**config.mk**
```make
export PLATFORM = sky130hd
export DESIGN_NAME = fetch_queue
export DESIGN_NICKNAME = d
export VERILOG_FILES = /design/src/rtl/fetch_queue_pkg.sv /design/src/rtl/fetch_queue_branch_predecode.sv /design/src/rtl/fetch_queue.sv
export SDC_FILE = /design/constraint.sdc
export NUM_CORES = 1
export LEC_CHECK = 0
export BUFFER_PORTS_ARGS = -buffer_cell sky130_fd_sc_hd__buf_4
export CORE_MARGIN = 2
export CORE_UTILIZATION = 25
export CTS_CLUSTER_SIZE = 20
export DETAILED_ROUTE_END_ITERATION = 10
export GPL_TIMING_DRIVEN = 0
export HOLD_SLACK_MARGIN = 0.05
export PLACE_DENSITY_LB_ADDON = 0.08
export SETUP_SLACK_MARGIN = 0.1
export SLEW_MARGIN = 20
export SYNTH_ARGS = -nofsm -noshare
export SYNTH_HDL_FRONTEND = slang
export SYNTH_HIERARCHICAL = 1
export SYNTH_SLANG_ARGS = --single-unit
```
**constraint.sdc**
```tcl
create_clock -name clk -period 5.5 [get_ports clk]
set_input_delay 0.825 -clock clk [delete_from_list [all_inputs] [get_ports clk]]
set_output_delay 0.825 -clock clk [all_outputs]
set_load 0.01 [all_outputs]
```
**src/rtl/fetch_queue_pkg.sv**
```systemverilog
// Shared decode package: fetch entry bundle and MIPS opcode/funct/rt codes
// used by the fetch queue and its branch predecoder.
package fetch_queue_pkg;

  localparam logic [5:0] OP_SPECIAL = 6'h00;
  localparam logic [5:0] OP_REGIMM  = 6'h01;
  localparam logic [5:0] OP_J       = 6'h02;
  localparam logic [5:0] OP_JAL     = 6'h03;
  localparam logic [5:0] OP_BEQ     = 6'h04;
  localparam logic [5:0] OP_BNE     = 6'h05;
  localparam logic [5:0] OP_BLEZ    = 6'h06;
  localparam logic [5:0] OP_BGTZ    = 6'h07;

  localparam logic [5:0] FN_JR      = 6'h08;
  localparam logic [5:0] FN_JALR    = 6'h09;

  localparam logic [4:0] RT_BLTZ    = 5'h00;
  localparam logic [4:0] RT_BGEZ    = 5'h01;
  localparam logic [4:0] RT_BLTZAL  = 5'h10;
  localparam logic [4:0] RT_BGEZAL  = 5'h11;

  typedef struct packed {
    logic [31:0] pc;
    logic [31:0] instr;
    logic        exception_instr;
  } fetch_entry_t;

endpackage

```
**src/rtl/fetch_queue_branch_predecode.sv**
```systemverilog
// Branch predecoder: flags words whose successor sits in a delay slot.
// Ports: instr (32-bit word in), is_branch (branch/jump detected).
module branch_predecode
  import fetch_queue_pkg::*;
(
  input  logic [31:0] instr,
  output logic        is_branch
);

  logic [5:0] op;
  logic [5:0] fn;
  logic [4:0] rt;

  assign op = instr[31:26];
  assign fn = instr[5:0];
  assign rt = instr[20:16];

  always_comb begin
    is_branch = 1'b0;
    unique case (1'b1)
      op == OP_BEQ,
      op == OP_BNE,
      op == OP_BLEZ,
      op == OP_BGTZ,
      op == OP_J,
      op == OP_JAL:
        is_branch = 1'b1;
      op == OP_REGIMM:
        is_branch = (rt == RT_BLTZ) || (rt == RT_BGEZ) ||
                    (rt == RT_BLTZAL) || (rt == RT_BGEZAL);
      op == OP_SPECIAL:
        is_branch = (fn == FN_JR) || (fn == FN_JALR);
      default:
        is_branch = 1'b0;
    endcase
  end

endmodule

```
**src/rtl/fetch_queue.sv**
```systemverilog
// Fetch queue: circular FIFO between fetch and decode with delay-slot tag.
// Ports: clk/resetn, in_* fetch beat (valid/ready), flush, out_* head
// entry toward decode (valid/ready), count = occupancy.
module fetch_queue
  import fetch_queue_pkg::*;
#(
  parameter int DEPTH = 4
) (
  input  logic                     clk,
  input  logic                     resetn,
  input  logic                     in_valid,
  output logic                     in_ready,
  input  logic [31:0]              in_pc,
  input  logic [31:0]              in_instr,
  input  logic                     in_addr_err,
  input  logic                     flush,
  output logic                     out_valid,
  input  logic                     out_ready,
  output logic [31:0]              out_pc,
  output logic [31:0]              out_pcplus4,
  output logic [31:0]              out_instr,
  output logic                     out_exception_instr,
  output logic                     out_in_delay_slot,
  output logic [$clog2(DEPTH):0]   count
);

  localparam int AW = $clog2(DEPTH);
  localparam int PW = AW + 1;

  logic [PW-1:0] wr_ptr_q, wr_ptr_d;
  logic [PW-1:0] rd_ptr_q, rd_ptr_d;
  logic          prev_branch_q, prev_branch_d;

  fetch_entry_t  mem_q [DEPTH];
  fetch_entry_t  head;
  fetch_entry_t  wr_entry;

  logic empty, full, enq, deq;
  logic head_is_branch;

  assign empty = wr_ptr_q == rd_ptr_q;
  assign full  = (wr_ptr_q[AW] != rd_ptr_q[AW]) &&
                 (wr_ptr_q[AW-1:0] == rd_ptr_q[AW-1:0]);

  assign in_ready  = !full;
  assign out_valid = !empty;
  assign enq = in_valid && !full && !flush;
  assign deq = !empty && out_ready && !flush;
  assign count = wr_ptr_q - rd_ptr_q;

  // Storage is never reset, so every head field is masked when empty.
  assign head = empty ? '0 : mem_q[rd_ptr_q[AW-1:0]];

  assign out_pc              = head.pc;
  assign out_pcplus4         = empty ? 32'd0 : head.pc + 32'd4;
  assign out_instr           = head.instr;
  assign out_exception_instr = head.exception_instr;
  assign out_in_delay_slot   = !empty && prev_branch_q;

  // A faulting fetch is carried as a NOP tagged with the exception.
  always_comb begin
    wr_entry.pc              = in_pc;
    wr_entry.instr           = in_addr_err ? 32'd0 : in_instr;
    wr_entry.exception_instr = in_addr_err;
  end

  branch_predecode u_predecode (
    .instr     (head.instr),
    .is_branch (head_is_branch)
  );

  always_comb begin
    wr_ptr_d      = wr_ptr_q;
    rd_ptr_d      = rd_ptr_q;
    prev_branch_d = prev_branch_q;
    if (flush) begin
      wr_ptr_d      = '0;
      rd_ptr_d      = '0;
      prev_branch_d = 1'b0;
    end else begin
      if (enq) wr_ptr_d = wr_ptr_q + PW'(1);
      if (deq) begin
        rd_ptr_d      = rd_ptr_q + PW'(1);
        prev_branch_d = head_is_branch && !head.exception_instr;
      end
    end
  end

  always_ff @(posedge clk or negedge resetn) begin
    if (!resetn) begin
      wr_ptr_q      <= '0;
      rd_ptr_q      <= '0;
      prev_branch_q <= 1'b0;
    end else begin
      wr_ptr_q      <= wr_ptr_d;
      rd_ptr_q      <= rd_ptr_d;
      prev_branch_q <= prev_branch_d;
    end
  end

  always_ff @(posedge clk) begin
    if (enq) mem_q[wr_ptr_q[AW-1:0]] <= wr_entry;
  end

endmodule

```
# Word level (Yosys, flattened, before mapping)
# Memory sizes are Yosys's and may differ from the RTL's.
# Cells that the tools add are included.
[classes]
reduce_logical = 20
n_addsub = 4
eq_ne = 15
mux = 12
[op_table]
columns = ["cell", "count"]
rows = [
  ["$mux W65", 1],
  ["$mux W32", 2],
  ["$add A32 B3 Y32 const B", 1],
  ["$eq A6 B3 Y1 const B", 4],
  ["$eq A6 B2 Y1 const B", 2],
  ["$eq A6 B4 Y1 const B", 2],
  ["$mux W3", 4],
  ["$eq A5 B5 Y1 const B", 2],
  ["$logic_and A1 B1 Y1", 7],
  ["$add A3 B1 Y3 const B", 2],
  ["$eq A6 B1 Y1 const B", 1],
  ["$logic_not A6 Y1", 1],
  ["$reduce_or A6 Y1", 1],
  ["$eq A5 B1 Y1 const B", 1],
  ["$logic_not A5 Y1", 1],
  ["$logic_not A1 Y1", 4],
  ["$logic_or A1 B1 Y1", 4],
  ["$mux W1", 4],
  ["$reduce_bool A2 Y1", 2],
  ["$eq A3 B3 Y1", 1],
  ["$pmux W1 S3", 1],
  ["$sub A3 B3 Y3", 1],
  ["$eq A2 B2 Y1", 1],
  ["$ne A1 B1 Y1", 1],
]
[word_totals]
out_inout_bits = 103
regBits = 7
in_bits = 70
word_cells = 55
n_memories = 1
ramBits = 260
[memory_table]
columns = ["memory", "depth", "width", "rd", "rd_ports_with_merged_regs", "wr", "line_no", "rtl"]
rows = [
  ["mem_q", 4, 65, 1, 0, 1, "fetch_queue.sv:34", "fetch_entry_t mem_q [DEPTH];"],
]

# Logic depth before layout (Yosys ltp)
[depth]
ltp_word = 10
mapped_depth = 19
mapped_depth_nobuf = 11

# By module
# The synthesis kept the hierarchy.
[by_module_without_submodules]
columns = ["mod", "n_inst", "area_per_inst_um2", "seq_area_each_um2", "cells_per_inst"]
rows = [
  ["fetch_queue", 1, 11313.4, 7982.7, 628],
  ["branch_predecode", 1, 43.8, 0.0, 5],
]

# Worst setup path before layout
# OpenSTA, ideal clock, no wires.
[synth_timing]
path_kind = "reg2out"
from = "register rd_ptr_q[1]"
to = "output out_pcplus4[26]"
path_stages_with_launch = 20
required_ns = 4.675
arrival_ns = 4.881
path_slack_ns = -0.206
path_buffers = 8
cell_sequence = "dfrtp_1 > buf_2 > buf_2 > buf_4 > clkbuf_1 > clkbuf_1 > inv_1 > ha_1 > nand2_1 > clkbuf_1 > nor2_1 > inv_1 > clkbuf_1 > and2_1 > ha_1 > nand3_1 > or4_4 > buf_6 > nor4_1 > mux2i_1"
[synth_between]
elab_chain_cells = 4
elab_cells_between_ends = 5
classes_between = "1 x add/sub; 1 x eq/ne; 2 x mux; 1 x memory"
[synth_lines]
columns = ["item", "line_no", "rtl"]
rows = [
  ["from (decl)", "fetch_queue.sv:31", "logic [PW-1:0] rd_ptr_q, rd_ptr_d;"],
  ["from (signal assigned)", "fetch_queue.sv:96", "rd_ptr_q <= rd_ptr_d;"],
  ["$mem_v2 Z4 W65 or $eq A3 B3 Y1 (tied branches)", "n/a", ""],
  ["$mux W65 *", "fetch_queue.sv:52", "assign head = empty ? '0 : mem_q[rd_ptr_q[AW-1:0]];"],
  ["named net out_pc[2]", "fetch_queue.sv:19", "output logic [31:0] out_pc,"],
  ["$add A32 B3 Y32 *", "fetch_queue.sv:55", "assign out_pcplus4 = empty ? 32'd0 : head.pc + 32'd4;"],
  ["$mux W32 *", "fetch_queue.sv:55", ""],
  ["to (decl)", "fetch_queue.sv:20", "output logic [31:0] out_pcplus4,"],
]
# The timed path passes the listed nets; every way through them passes the cells marked *.

# Worst setup path after layout
[layout_timing]
from = "register rd_ptr_q[1]"
to = "output out_pcplus4[24]"
[layout_between]
elab_chain_cells = 4
elab_cells_between_ends = 5
classes_between = "1 x add/sub; 1 x eq/ne; 2 x mux; 1 x memory"
[layout_lines]
columns = ["item", "line_no"]
rows = [
  ["$mem_v2 Z4 W65 or $eq A3 B3 Y1 (tied branches)", "n/a"],
  ["$mux W65", "fetch_queue.sv:52"],
  ["$add A32 B3 Y32", "fetch_queue.sv:55"],
  ["$mux W32 *", "fetch_queue.sv:55"],
]
# Every way passes the cells marked *; elsewhere a longest branch is shown, timed or not.

==> results.toml <==
[outcome]
outcome = "completed"

[floorplanning]
coreArea_um2 = 45100
dieWidth_um = 217
design.die.area_um2 = 47100
die-height_um = 217
ioPinCount = 173
fp-row-count = 78
floorplan.initialDensity = 0.252

[worst_hold_path]
hp-start = "in_pc[2]"
hold_path.class = "input port to register"

[synthesis]
synth_top_area_share = 0.687
yosysSeqAreaShare = 0.703
synth_flop_cell = "sky130_fd_sc_hd__edfxtp_1"
syn_area_per_cell_um2 = 17.9
synth_edf_count = 260
ys_ff_latch = 267
synth.yosys.warnings = 6
ys_async_sr_fraction = 0.0262
synthesis.instances = 633
ys_types = 42
synth_top_cells_by_area = "sky130_fd_sc_hd__edfxtp_1, sky130_fd_sc_hd__mux4_2, sky130_fd_sc_hd__and2_1"
synth_top_area_cell = "sky130_fd_sc_hd__edfxtp_1"
post_synth_instance_area_um2 = 11400
synth_nets = 712

[worst_setup_path]
startpoint_type = "register"
cells_traversed_along_the_worst_timing_path = "buf_12 > buf_16 > clkbuf_16 > inv_1 > ha_1 > nand2_4 > buf_8 > nor2_1 > inv_2 > clkbuf_4 > and2_4 > ha_2 > nand3_2 > or4_4 > nor4_2 > mux2_2 > buf_4"
crit_path_top_delay_cell = "sky130_fd_sc_hd__or4_4"
setup.worst_path.class = "register to output pin"
critPathArrivalTime_ns = 4.49
combined_buffer_and_inverter_count_along_the_critical_path = 8
cp_slowest_stage_delay_ns = 0.59
crit_start = "rd_ptr_q[1]$_DFFE_PN0P_"
nature_of_the_critical_path_endpoint = "output pin"
cpLargestDelayFamily = "simple AND/OR/NAND/NOR gates"
r2r_start = "rd_ptr_q[1]$_DFFE_PN0P_"
cp.required_ns = 4.68
worstPathMaxFanout = 10

[timing]
final_min_period_over_clock_period = 0.967
final.setup_skew_ns = 0.00969
slew_violations = 0
max-slew-margin-rel = 0.402
hold_viol_final = 0
unrepaired_setup_endpoints_after_global_routing = "yes"
finalWorstPathRequiredPeriod_ns = 5.32
maxClockFrequency_mhz = 188
slew_of_the_pin_with_the_lowest_slew_margin_ns = 0.897
report.final.setup_viol = 0

[clock_network]
htree_num_levels = 1
insertion_delay_of_the_later_clocked_pin_in_the_worst_skew_pair_ns = 0.56
cts_tree = "done"
numClockSinks = 267
clk_transition_reported_paths_ns = 0.06
tritoncts.num_buffers = 30
cell_at_the_root_of_the_clock_tree = "sky130_fd_sc_hd__clkbuf_16"
clock_path_buffers = 3

[final_layout]
layout.filler_cells = 4464
layout.cells.most_common = "sky130_fd_sc_hd__edfxtp_1"
layout.nets = 923
ff_latch_area_um2 = 7980
most-common-layout-cells = "sky130_fd_sc_hd__edfxtp_1, sky130_fd_sc_hd__buf_4, sky130_fd_sc_hd__and2_1"
utilization = 0.324
area_growth_pct = 28.6
fraction_of_final_layout_cells_sized_beyond_drive_strength_1 = 0.364
multi_input_area_um2 = 3230

[detailed_routing]
route.detailed.wl_per_inst_um = 21.1
wl_um = 31100
drc = 0
post_drt_via_cell_ratio = 4.43
first_pass_iters = 6
num_vias = 6502
route.antenna.remaining_nets = 0
drtIter0Drc = 379

[place]
routabilityCongestion = 0.797
post-dp-hpwl_um = 20900
number_of_buffers_added_on_ports = 171

[global_route]
gr-total-overflow = 0
grt_start_max_net_pins = 35
first_global_vias = 7371
grt_util_all_layers = 0.131
antenna_found_initial = 3
grt_first_pass_wirelength_um = 45700

[power_and_ir_drop]
power_per_cell_area_nw_per_um2 = 401
fin_total_pwr_mw = 5.85
power.ir.vdd_worst_v = 0.000208
p_leak_nw = 5.10

[run]
cap_viol_max_count = 0
## routing by layer
metal	GRT usage	vias to the layer above	part of all wire
met1	0.151	3336	0.40
met2	0.239	205	0.51
met4	0.0418	0	0.025
li1	-	2915	-
met5	0	-	0
met3	0.0302	46	0.066
## power by group
| part | internal (mW) | switching, mW | leakage, nW |
|---|---|---|---|
| registers | 2.30 | 0.0182 | 2.48 |
| clock network | 1.07 | 0.779 | 0.441 |
| logic | 0.777 | 0.906 | 2.18 |
| total | 4.15 | 1.70 | 5.10 |
## kinds of logic (layout without fill, tap and decap cells)
kind of cell	Yosys count	count (layout)	share of synthesized area
adders and majority gates	9	9	0.0106
xor gates and xnor gates	16	16	0.0123
other	0	2	0
AOI/OAI and AO/OA	28	28	0.0161
and+or+nand+nor	190	190	0.0949
DFF	267	267	0.703
muxes	77	77	0.144
buffers and inverters	46	280	0.0192
## registers in the layout, summed over array words and instances (netlist names)
signal	flops
mem_q	260
prev_branch_q	1
rd_ptr_q	3
wr_ptr_q	3
## what timing repair did
| action | CTS | global route |
|---|---|---|
| setup buffers | 4 | 1 |
| endpoints found under the hold margin | 7 | 0 |
| gates cloned | 0 | 0 |
| gates resized for setup | 27 | 5 |
| setup endpoints to repair | 97 | 4 |
| pin swaps | 1 | 2 |
| hold buffers | 1 | 0 |
## synthesized netlist by cell type, types with 2 or more instances
master                     number
sky130_fd_sc_hd__nor3_1         6
sky130_fd_sc_hd__a21oi_1        8
sky130_fd_sc_hd__buf_2          6
sky130_fd_sc_hd__and3_1         4
sky130_fd_sc_hd__xor2_1         9
sky130_fd_sc_hd__edfxtp_1     260
sky130_fd_sc_hd__and4_1         2
sky130_fd_sc_hd__mux4_2        53
sky130_fd_sc_hd__buf_4          4
sky130_fd_sc_hd__nand3_1       15
sky130_fd_sc_hd__buf_6          3
sky130_fd_sc_hd__inv_1         15
sky130_fd_sc_hd__mux2_2         6
sky130_fd_sc_hd__nor4_1         7
sky130_fd_sc_hd__and2_1        60
sky130_fd_sc_hd__or4_1          3
sky130_fd_sc_hd__nor2_1        26
sky130_fd_sc_hd__nor2b_1       32
sky130_fd_sc_hd__mux2i_1        6
sky130_fd_sc_hd__clkbuf_1      17
sky130_fd_sc_hd__dfrtp_1        7
sky130_fd_sc_hd__xnor2_1        7
sky130_fd_sc_hd__nand2_1       21
sky130_fd_sc_hd__or4_4          2
sky130_fd_sc_hd__o31ai_1        2
sky130_fd_sc_hd__o21a_1         3
sky130_fd_sc_hd__nand4_1        5
sky130_fd_sc_hd__ha_1           8
sky130_fd_sc_hd__mux4_1        12
sky130_fd_sc_hd__o21ai_0        7
sky130_fd_sc_hd__or3_1          4
sky130_fd_sc_hd__o211ai_1       3
## layout make-up
cell class | instances | share of cell area
clock buffer | 40 | 0.0554
timing repair buffer | 181 | 0.0987
clock inverter | 15 | 0.00702
buffer | 29 | 0.0155
inverter | 15 | 0.00385
antenna | 2 | 0.000343
multi-input combinational | 320 | 0.221
tap | 600 | 0.0514
sequential | 267 | 0.547
## worst paths after layout
kind,cells past startpoint,to,slack (ns)
max,17,out_pcplus4[24],0.18
min,1,mem_q[0][35]$_DFFE_PP_,0.46
max reg2reg,18,prev_branch_q$_DFFE_PN0P_,0.77
min reg2reg,2,prev_branch_q$_DFFE_PN0P_,0.54
max in group asynchronous,2,rd_ptr_q[1]$_DFFE_PN0P_,4.74
min in group asynchronous,2,wr_ptr_q[1]$_DFFE_PN0P_,0.62
## through the flow
stage	setup TNS, ns	setup slack [ns]	area (µm²)	hold WS, ns	std cells
after detailed placement	-71.35	-1.81	13500	0.537	1408
after global routing	0	0.0948	14600	0.434	1468
final	0	0.181	14600	0.463	1469
after CTS	0	0.179	14600	0.425	1466
after global placement	-403.63	-1.73	13400	0.521	1404
after floorplan	0	0.139	11400	0.496	633
Power figures use the tool's default switching activity.
